[src/rtl/uart_tx_sched_pkg.sv]
// Shared definitions for the UART TX scheduler: reporter state codes,
// the fixed report text and the nibble-to-ASCII helper.
package uart_tx_sched_pkg;

    typedef logic [1:0] rep_state_t;

    localparam rep_state_t ST_IDLE   = 2'd0;
    localparam rep_state_t ST_PREFIX = 2'd1;
    localparam rep_state_t ST_HEX    = 2'd2;
    localparam rep_state_t ST_NL     = 2'd3;

    // First character sits in the top byte, so index i selects bits [63-8i -: 8].
    localparam logic [63:0] PREFIX_STR = "Result: ";
    localparam logic [7:0]  NEWLINE    = 8'h0A;

    // Lower-case hex digit for one nibble.
    function automatic logic [7:0] nibble_to_ascii(input logic [3:0] n);
        if (n < 4'd10) begin
            return 8'h30 + {4'h0, n};
        end
        return 8'h61 + {4'h0, n} - 8'd10;
    endfunction

endpackage

[src/rtl/uart_tx_sched_if.sv]
// Bus bundle for the UART TX scheduler: CPU byte stream, CSR trigger,
// UART TX handshake and reporter status. The block itself uses the slave view.
interface uart_tx_sched_if;
    logic [7:0]  cpu_tx_data;
    logic        cpu_tx_valid;
    logic        cpu_tx_ready;
    logic        csr_we;
    logic [31:0] csr_wdata;
    logic [7:0]  uart_tx_data;
    logic        uart_tx_valid;
    logic        uart_tx_ready;
    logic        report_busy;
    logic        report_done;
    logic        report_overrun;

    modport master (
        output cpu_tx_data, cpu_tx_valid, csr_we, csr_wdata, uart_tx_ready,
        input  cpu_tx_ready, uart_tx_data, uart_tx_valid,
               report_busy, report_done, report_overrun
    );

    modport slave (
        input  cpu_tx_data, cpu_tx_valid, csr_we, csr_wdata, uart_tx_ready,
        output cpu_tx_ready, uart_tx_data, uart_tx_valid,
               report_busy, report_done, report_overrun
    );
endinterface

[src/rtl/uart_tx_sched_sync_fifo.sv]
// sync_fifo: single-clock first-word-fall-through FIFO with registered
// full/empty flags. Pointers carry one extra wrap bit to tell full from empty.
module sync_fifo #(
    parameter int WIDTH = 8,
    parameter int DEPTH = 8
) (
    input  logic             clk,
    input  logic             rst,
    input  logic [WIDTH-1:0] push_data,
    input  logic             push,
    input  logic             pop,
    output logic [WIDTH-1:0] pop_data,
    output logic             full,
    output logic             empty
);
    localparam int AW = $clog2(DEPTH);

    logic [WIDTH-1:0] mem [DEPTH];
    logic [AW:0]      wr_ptr, rd_ptr, wr_next, rd_next;
    logic             do_push, do_pop;

    assign do_push  = push && !full;
    assign do_pop   = pop && !empty;
    assign wr_next  = wr_ptr + {{AW{1'b0}}, do_push};
    assign rd_next  = rd_ptr + {{AW{1'b0}}, do_pop};
    assign pop_data = mem[rd_ptr[AW-1:0]];

    // Pointer update; flags are derived from the next pointers so they come straight from flops.
    // NOTE: sequential state uses non-blocking assignments so every flop sees pre-edge values.
    always_ff @(posedge clk) begin
        if (rst) begin
            wr_ptr <= '0;
            rd_ptr <= '0;
            full   <= 1'b0;
            empty  <= 1'b1;
        end else begin
            wr_ptr <= wr_next;
            rd_ptr <= rd_next;
            full   <= (wr_next ^ rd_next) == {1'b1, {AW{1'b0}}};
            empty  <= wr_next == rd_next;
        end
    end

    // Storage array write port.
    // NOTE: the array is not reset; the pointers alone decide which entries are valid.
    always_ff @(posedge clk) begin
        if (do_push) begin
            mem[wr_ptr[AW-1:0]] <= push_data;
        end
    end

endmodule

[src/rtl/uart_tx_sched.sv]
// uart_tx_sched: shares the UART transmitter between the CPU byte stream
// (buffered in a FIFO) and a reporter that prints "Result: xxxxxxxx\n"
// whenever a non-zero value is written to the tohost CSR.
module uart_tx_sched
    import uart_tx_sched_pkg::*;
#(
    parameter int FIFO_DEPTH = 8,
    parameter int REPORT_EN  = 1
) (
    input logic            clk,
    input logic            rst,
    uart_tx_sched_if.slave bus
);
    rep_state_t  state;
    logic [2:0]  idx;
    logic [31:0] value;
    logic        overrun_q;

    logic [7:0]  fifo_data;
    logic        fifo_full, fifo_empty;

    logic        out_valid;
    logic [7:0]  out_data;

    logic        rep_has;
    logic [7:0]  rep_byte;
    logic        can_load, load_rep, load_fifo, hs, nl_hs, trigger;

    sync_fifo #(.WIDTH(8), .DEPTH(FIFO_DEPTH)) u_fifo (
        .clk       (clk),
        .rst       (rst),
        .push_data (bus.cpu_tx_data),
        .push      (bus.cpu_tx_valid),
        .pop       (load_fifo),
        .pop_data  (fifo_data),
        .full      (fifo_full),
        .empty     (fifo_empty)
    );

    assign hs        = out_valid && bus.uart_tx_ready;
    assign can_load  = !out_valid || bus.uart_tx_ready;
    assign trigger   = (REPORT_EN != 0) && bus.csr_we && (bus.csr_wdata != '0);
    // While a report runs the FIFO never gets a grant, so CPU bytes cannot interleave.
    assign load_rep  = can_load && (state != ST_IDLE) && rep_has;
    assign load_fifo = can_load && (state == ST_IDLE) && !fifo_empty;
    // In NL, idx != 0 means the newline already sits in the output register.
    assign nl_hs     = (state == ST_NL) && (idx != 3'd0) && hs;

    // Byte the reporter offers for the current state and index.
    // NOTE: every always_comb output gets a default first so no latch is inferred.
    always_comb begin
        rep_has  = 1'b0;
        rep_byte = NEWLINE;
        case (state)
            ST_PREFIX: begin
                rep_has  = 1'b1;
                rep_byte = PREFIX_STR[{3'd7 - idx, 3'b111} -: 8];
            end
            ST_HEX: begin
                rep_has  = 1'b1;
                rep_byte = nibble_to_ascii(value[{3'd7 - idx, 2'b11} -: 4]);
            end
            ST_NL: begin
                rep_has  = (idx == 3'd0);
                rep_byte = NEWLINE;
            end
            default: begin
                rep_has  = 1'b0;
                rep_byte = NEWLINE;
            end
        endcase
    end

    // Output register: holds a byte stable until the UART takes it, reloads back-to-back.
    always_ff @(posedge clk) begin
        if (rst) begin
            out_valid <= 1'b0;
            out_data  <= '0;
        end else if (load_rep || load_fifo) begin
            out_valid <= 1'b1;
            out_data  <= load_rep ? rep_byte : fifo_data;
        end else if (bus.uart_tx_ready) begin
            out_valid <= 1'b0;
        end
    end

    // Reporter sequencer; the report stays busy until the newline handshakes.
    always_ff @(posedge clk) begin
        if (rst) begin
            state     <= ST_IDLE;
            idx       <= '0;
            value     <= '0;
            overrun_q <= 1'b0;
        end else begin
            overrun_q <= trigger && (state != ST_IDLE);
            case (state)
                ST_IDLE: begin
                    if (trigger) begin
                        value <= bus.csr_wdata;
                        idx   <= '0;
                        state <= ST_PREFIX;
                    end
                end
                ST_PREFIX: begin
                    if (load_rep) begin
                        idx <= idx + 3'd1;
                        if (idx == 3'd7) state <= ST_HEX;
                    end
                end
                ST_HEX: begin
                    if (load_rep) begin
                        idx <= idx + 3'd1;
                        if (idx == 3'd7) state <= ST_NL;
                    end
                end
                default: begin
                    if (load_rep) begin
                        idx <= 3'd1;
                    end else if (nl_hs) begin
                        idx   <= '0;
                        state <= ST_IDLE;
                    end
                end
            endcase
        end
    end

    assign bus.cpu_tx_ready   = !fifo_full;
    assign bus.uart_tx_data   = out_data;
    assign bus.uart_tx_valid  = out_valid;
    assign bus.report_busy    = (state != ST_IDLE);
    assign bus.report_done    = nl_hs;
    assign bus.report_overrun = overrun_q;

endmodule

[src/flat_wrapper.sv]
// flat-port wrapper written by rule: the top's interface ports become plain ports
module uart_tx_sched_flat import uart_tx_sched_pkg::*;
#(
    parameter int FIFO_DEPTH = 8,
    parameter int REPORT_EN  = 1
)
  (clk, rst, bus_cpu_tx_data, bus_cpu_tx_valid, bus_csr_we, bus_csr_wdata, bus_uart_tx_ready, bus_cpu_tx_ready, bus_uart_tx_data, bus_uart_tx_valid, bus_report_busy, bus_report_done, bus_report_overrun);
  uart_tx_sched_if bus_i ();
  input logic clk;
  input logic rst;
  input wire logic [$bits(bus_i.cpu_tx_data)-1:0] bus_cpu_tx_data;
  input wire logic [$bits(bus_i.cpu_tx_valid)-1:0] bus_cpu_tx_valid;
  input wire logic [$bits(bus_i.csr_we)-1:0] bus_csr_we;
  input wire logic [$bits(bus_i.csr_wdata)-1:0] bus_csr_wdata;
  input wire logic [$bits(bus_i.uart_tx_ready)-1:0] bus_uart_tx_ready;
  output wire logic [$bits(bus_i.cpu_tx_ready)-1:0] bus_cpu_tx_ready;
  output wire logic [$bits(bus_i.uart_tx_data)-1:0] bus_uart_tx_data;
  output wire logic [$bits(bus_i.uart_tx_valid)-1:0] bus_uart_tx_valid;
  output wire logic [$bits(bus_i.report_busy)-1:0] bus_report_busy;
  output wire logic [$bits(bus_i.report_done)-1:0] bus_report_done;
  output wire logic [$bits(bus_i.report_overrun)-1:0] bus_report_overrun;
  assign bus_i.cpu_tx_data = bus_cpu_tx_data;
  assign bus_i.cpu_tx_valid = bus_cpu_tx_valid;
  assign bus_i.csr_we = bus_csr_we;
  assign bus_i.csr_wdata = bus_csr_wdata;
  assign bus_i.uart_tx_ready = bus_uart_tx_ready;
  assign bus_cpu_tx_ready = bus_i.cpu_tx_ready;
  assign bus_uart_tx_data = bus_i.uart_tx_data;
  assign bus_uart_tx_valid = bus_i.uart_tx_valid;
  assign bus_report_busy = bus_i.report_busy;
  assign bus_report_done = bus_i.report_done;
  assign bus_report_overrun = bus_i.report_overrun;
  uart_tx_sched #(.FIFO_DEPTH(FIFO_DEPTH), .REPORT_EN(REPORT_EN)) u_core (.clk(clk), .rst(rst), .bus(bus_i));
endmodule
[config.mk]
export PLATFORM = sky130hd
export DESIGN_NAME = uart_tx_sched_flat
export DESIGN_NICKNAME = d
export VERILOG_FILES = /design/src/rtl/uart_tx_sched_pkg.sv /design/src/rtl/uart_tx_sched_if.sv /design/src/rtl/uart_tx_sched_sync_fifo.sv /design/src/rtl/uart_tx_sched.sv /design/src/flat_wrapper.sv
export SDC_FILE = /design/constraint.sdc
export NUM_CORES = 1
export LEC_CHECK = 0
export ABC_AREA = 1
export ABC_CLOCK_PERIOD_IN_PS = 6900
export BUFFER_PORTS_ARGS = -buffer_cell sky130_fd_sc_hd__buf_4
export CELL_PAD_IN_SITES_DETAIL_PLACEMENT = 1
export CELL_PAD_IN_SITES_GLOBAL_PLACEMENT = 2
export CORE_MARGIN = 5
export CORE_UTILIZATION = 40
export CTS_BUF_LIST = sky130_fd_sc_hd__clkbuf_8
export CTS_CLUSTER_SIZE = 24
export DETAILED_ROUTE_END_ITERATION = 12
export PLACE_DENSITY = 0.87
export SYNTH_ARGS = -nofsm -noshare
export SYNTH_HDL_FRONTEND = slang
export SYNTH_SLANG_ARGS = --single-unit
[constraint.sdc]
create_clock -name clk -period 6.9 [get_ports clk]
set_clock_uncertainty 0.2 [all_clocks]
set_input_delay 1.38 -clock clk [delete_from_list [all_inputs] [get_ports clk]]
set_output_delay 1.38 -clock clk [all_outputs]
set_load 0.05 [all_outputs]
== Word-level counts from Yosys, hierarchy flattened ==
Memories as Yosys holds them, arrays and structs flattened. A register that Yosys moved wholly into a read port is not among the register bits.
Cells that the tools add are included.

* Bits in registers: 57
* Memory bits (writable): 64
* Input port bits: 45
* Output and inout port bits: 13
* Word-level logic and storage cells: 88
* Memories kept: 1

{| class="wikitable"
|+ Memories
! memory !! words !! bits a word !! read ports !! clocked after Yosys merged registers in !! write ports !! line !! source
|-
| u_core.u_fifo.mem || 8 || 8 || 1 || 1 || 1 || uart_tx_sched_sync_fifo.sv:18 || <nowiki>logic [WIDTH-1:0] mem [DEPTH];</nowiki>
|}

* Add/subtract/negate cells: 7
* Magnitude comparators: 1
* Equality and inequality tests: 13
* Shifts and indexed selects: 2
* Muxes and demuxes: 25
* Bitwise gates (word level): 1
* Reductions and logical operators: 28

{| class="wikitable"
|+ Operator list
! cell !! count
|-
| $shiftx 71x7->8 const A || 1
|-
| $shiftx 35x6->4 || 1
|-
| $reduce_bool 32->1 || 1
|-
| $mux 8 || 3
|-
| $pmux 8 s2 || 1
|-
| $mux 3 || 5
|-
| $mux 2 || 7
|-
| $ne 2x1->1 const B || 6
|-
| $logic_and 1x1->1 || 11
|-
| $add 4x1->4 || 2
|-
| $add 7x4->8 const A || 1
|-
| $sub 8x4->8 const B || 1
|-
| $add 6x4->7 const A || 1
|-
| $reduce_and 7->1 || 1
|-
| $mux 1 || 6
|-
| $pmux 2 s3 || 1
|-
| $pmux 3 s2 || 1
|-
| $reduce_bool 3->1 || 2
|-
| $eq 2x2->1 const B || 2
|-
| $eq 4x4->1 || 1
|-
| $eq 4x4->1 const B || 1
|-
| $lt 4x4->1 const B || 1
|-
| $ne 4x4->1 const B || 1
|-
| $reduce_bool 2->1 || 2
|-
| other kinds (14) || 17
|}

== Depth between registers and ports, before layout ==
* Depth in word-level cells: 8
* Mapped depth: 14
* Depth with buffers taken out: 14

== By module ==
From an unflattened synthesis, not the netlist that was laid out.

* Cell total of the unflattened synthesis: 682
* Area, all modules: 5838.1 um^2

{| class="wikitable"
|+ By module, submodules not included
! module !! times used !! cells an instance !! area an instance (um^2)
|-
| sync_fifo || 1 || 296 || 3129.3
|-
| uart_tx_sched || 1 || 386 || 2708.8
|}

== Worst setup path after synthesis ==
No wires, ideal clock.

* Kind: input -> output
* Start: in bus_uart_tx_ready
* End: out bus_report_done
* Arrival time: 2.162 ns
* Setup slack: 3.158 ns
* Cell stages on the path: 2
* Buffers on the path: 0
* Path through: nand3_1 > nor2_1

* Longest elaborated chain between the ends: 2

{| class="wikitable"
|+ Ends and longest elaborated chain
! item !! line !! source
|-
| start: declaration || flat_wrapper.sv:15 || <nowiki>input wire logic [$bits(bus_i.uart_tx_ready)-1:0] bus_uart_tx_ready;</nowiki>
|-
| $logic_and 1x1->1 || uart_tx_sched.sv:40 || <nowiki>assign hs = out_valid && bus.uart_tx_ready;</nowiki>
|-
| $logic_and 1x1->1 || uart_tx_sched.sv:47 || <nowiki>assign nl_hs = (state == ST_NL) && (idx != 3'd0) && hs;</nowiki>
|-
| end: declaration || flat_wrapper.sv:20 || <nowiki>output wire logic [$bits(bus_i.report_done)-1:0] bus_report_done;</nowiki>
|}

Every way passes these cells.

== Worst setup path after layout ==
* Start: reg u_core.idx[0]
* End: out bus_report_done

* Longest elaborated chain between the ends: 3

{| class="wikitable"
|+ Ends and longest elaborated chain
! item !! line !! source
|-
| start: declaration || uart_tx_sched.sv:15 || <nowiki>logic [2:0] idx;</nowiki>
|-
| start signal: assignment || uart_tx_sched.sv:106 || <nowiki>idx <= idx + 3'd1;</nowiki>
|-
| start signal: assignment || uart_tx_sched.sv:112 || <nowiki>idx <= idx + 3'd1;</nowiki>
|-
| $reduce_bool 3->1 || uart_tx_sched.sv:47 ||
|-
| $logic_and 1x1->1 (2 in series) || uart_tx_sched.sv:47 ||
|}

Every way passes these cells.

==> results.cfg <==
[synth]
synth-compound-area-share_pct = 14.9
async_reset_ff_share_pct = 0
synth_top_area_share_pct = 34.9
yosysSeqAreaShare_pct = 55.6
synth_nets = 685
synthFlopType = edfxtp_1
synthCells = 624
synth_seq_cells = 121
yosysWarnings = 0
synth.most_common_cell = nand2_1
synthTopCellsByArea = edfxtp_1 (35%), dfxtp_1 (21%), nand2_1 (6.9%)
synth_xor_area_share_pct = 1.11
synth_edf_count = 64
synth_top_family_by_area = simple AND/OR/NAND/NOR gates
avgSynthCellArea_um2 = 8.83
yosys.area_share.simple_pct = 18.1
yosys-top-cells-count = nand2_1 (101), nor2_1 (81), edfxtp_1 (64)
synthAdderAreaFrac_pct = 3.63
synthDistinctLibCells = 33
synth.largest_area_cell = edfxtp_1
synth_mux_area_share_pct = 0
synth_area_mm2 = 0.00551

[timing]
relSlewSlack_pct = 25.5
finalSetupViolCount = 0
fin_crit_ns = 4.12
hold_slack_ns = 0.259
rsz0062_at_grt = false
fin_setup_tns_ns = 0
slew_viol_final = 0
timing.fmax_mhz = 243
fin_crit_sh_pct = 59.7
tightest_slew_ns = 1.12
hold_viol = 0

[setup_path]
end_kind = output port
r2r_setup_slack_ns = 3.82
rr_worst_depth = 11
r2r-end = u_core.u_fifo.full$_SDFF_PP0_
r2r-start = u_core.state[0]$_SDFFE_PP0P_
worstSetupStartpointType = flip-flop
cp.arrival_ns = 2.54
path_class = flip-flop to output port
path_max_fanout = 25
critPathRequiredTime_ns = 5.32

[global_route]
antenna_found_initial = 0
first_global_vias = 4785
overflow = 0
grt.total_usage_pct = 19.2
grt_pass1_wl_um = 24300
grt_max_degree = 61

[power_and_ir_drop]
ir_drop_mv = 0.194
power_leakage_uw = 0.00256
power_uw = 2380
power_density_mw_per_mm2 = 374

[final_layout]
n_fill_cell = 1569
area_growth_pct = 15.8
nets = 735
final_layout_size_suffix_gt1_share_pct = 16.3
n_antenna_cell = 0

[die]
die_area_mm2 = 0.0162
start_util_pct = 41.1
ios = 58
coreArea_mm2 = 0.0134
num_rows = 42
die_x_um = 127
die_y_um = 127

[placement]
dpl.hpwl_um = 10600
io_buffers = 57
gp_congestion = 0.796

[clock_network]
htreeDepth = 4
cts_buffers = 17
cts_hold_buf = 0
clockBufferDepth = 2
clock-root-buffer = clkbuf_8
cts_setup_buffers = 0
post_cts_resized = 0
cts_sinks = 121
insertion_delay_ns = 0.45
clkTransAtPathRegs_ns = 0.08
cts_tree = yes

[routing]
drc = 0
drt-pass1-iter-count = 4
vias_per_cell = 5.20
wl_per_cell_um = 17.3
wirelength_um = 15000
drt_iter0_drc = 241
ant_nets = 0
vias = 4490

[run]
drv_cap = 0

[worst_hold_path]
min_from = u_core.value[7]$_SDFFE_PP0P_
holdPathEnd = u_core.value[7]$_SDFFE_PP0P_
hold_class = flip-flop to flip-flop
whs_path_depth = 2

[outcome]
status = finished, final reports clean
==> cell usage in the layout, fill, tap and decap left out <==
master / count
clkinv_4: 1
inv_6: 6
xor2_1: 4
clkinvlp_4: 3
nand2_1: 101
nand3b_1: 1
nor3_2: 1
clkbuf_8: 17
nand3_2: 4
a21oi_1: 47
nand2_2: 7
a31oi_1: 1
nor3_1: 6
ha_1: 16
o21ai_2: 1
nand4_1: 2
nor4_1: 1
inv_2: 9
nand3_1: 32
inv_1: 54
xnor2_1: 3
buf_4: 57
clkinv_2: 4
edfxtp_1: 64
nor2_2: 1
nor2_1: 81
o21a_1: 1
o21bai_1: 2
o21ai_1: 23
o22ai_1: 12
o221ai_1: 4
o21ai_0: 59
o211ai_1: 3
dfxtp_1: 57
inv_8: 1
o31ai_1: 1
==> sequential cells by signal (all words and copies together) (netlist names), 2 cells and up <==
signal	count
u_core.u_fifo.wr_ptr	4
u_core.state	2
u_core.idx	3
u_core.bus.uart_tx_data	8
u_core.u_fifo.mem	64
u_core.u_fifo.rd_ptr	4
u_core.value	32
==> per-stage QoR <==
stage	area [µm²]	instances	setup WS, ns	util (%)
after floorplan	5510	624	3.16	-
after global placement	6030	831	3.24	45.0
after detailed placement	6030	831	3.16	45.0
after CTS	6380	863	2.74	47.6
after global routing	6380	863	2.60	47.6
final	6380	863	2.78	47.6
==> metal layers <==
metal  GRT usage (%)  part of all wire (%)  wire length (µm)  vias to the layer above
met5               0                     0                 0                        -
met4            5.87                   1.5               221                        0
met3            5.43                   3.7               552                       21
met2            34.2                    52              7760                       57
met1            22.4                    43              6440                     2200
li1                -                     -                 -                     2212
==> power by group <==
part	switching, µW	internal, µW
combinational	590	274
clock	317	254
sequential	94.3	854
total	1000	1380
==> worst max-delay path by stage <==
stage	startpoint	end	slack [ns]
after global placement	bus_csr_wdata[12]	u_core.value[16]$_SDFFE_PP0P_	3.24
after floorplan	bus_uart_tx_ready	bus_report_done	3.16
after detailed placement	bus_csr_wdata[7]	u_core.value[14]$_SDFFE_PP0P_	3.16
final	u_core.idx[0]$_SDFFE_PP0P_	bus_report_done	2.78
after CTS	u_core.idx[0]$_SDFFE_PP0P_	bus_report_done	2.74
after global routing	u_core.idx[0]$_SDFFE_PP0P_	bus_report_done	2.60
==> layout make-up <==
class	instances	area, µm²	area share, %
flip-flops and latches	121	3060	48.0
well taps	176	220	3.45
inverters	63	236	3.71
multi-input cells	414	2080	32.7
clock inverters	15	115	1.80
clock buffers	17	234	3.67
repair buffers	57	428	6.71
==> logic make-up (layout without fill, tap and decap cells) <==
logic type	count (synthesis)	count (layout)
AO/OA/AOI/OAI	154	154
XOR/XNOR	7	7
adder cells (fa/ha/maj)	16	16
buffers and inverters	89	152
flip-flops	121	121
AND/OR/NAND/NOR	237	237
==> critical path, stage by stage, from the launching register on <==
cell	delay [ns]
dfxtp_1	0.95
inv_2	0.35
ha_1	0.32
nand2_1	0.09
inv_2	0.05
nor2_1	0.12
buf_4	0.22
No activity file was read; power rests on OpenSTA's default activity.
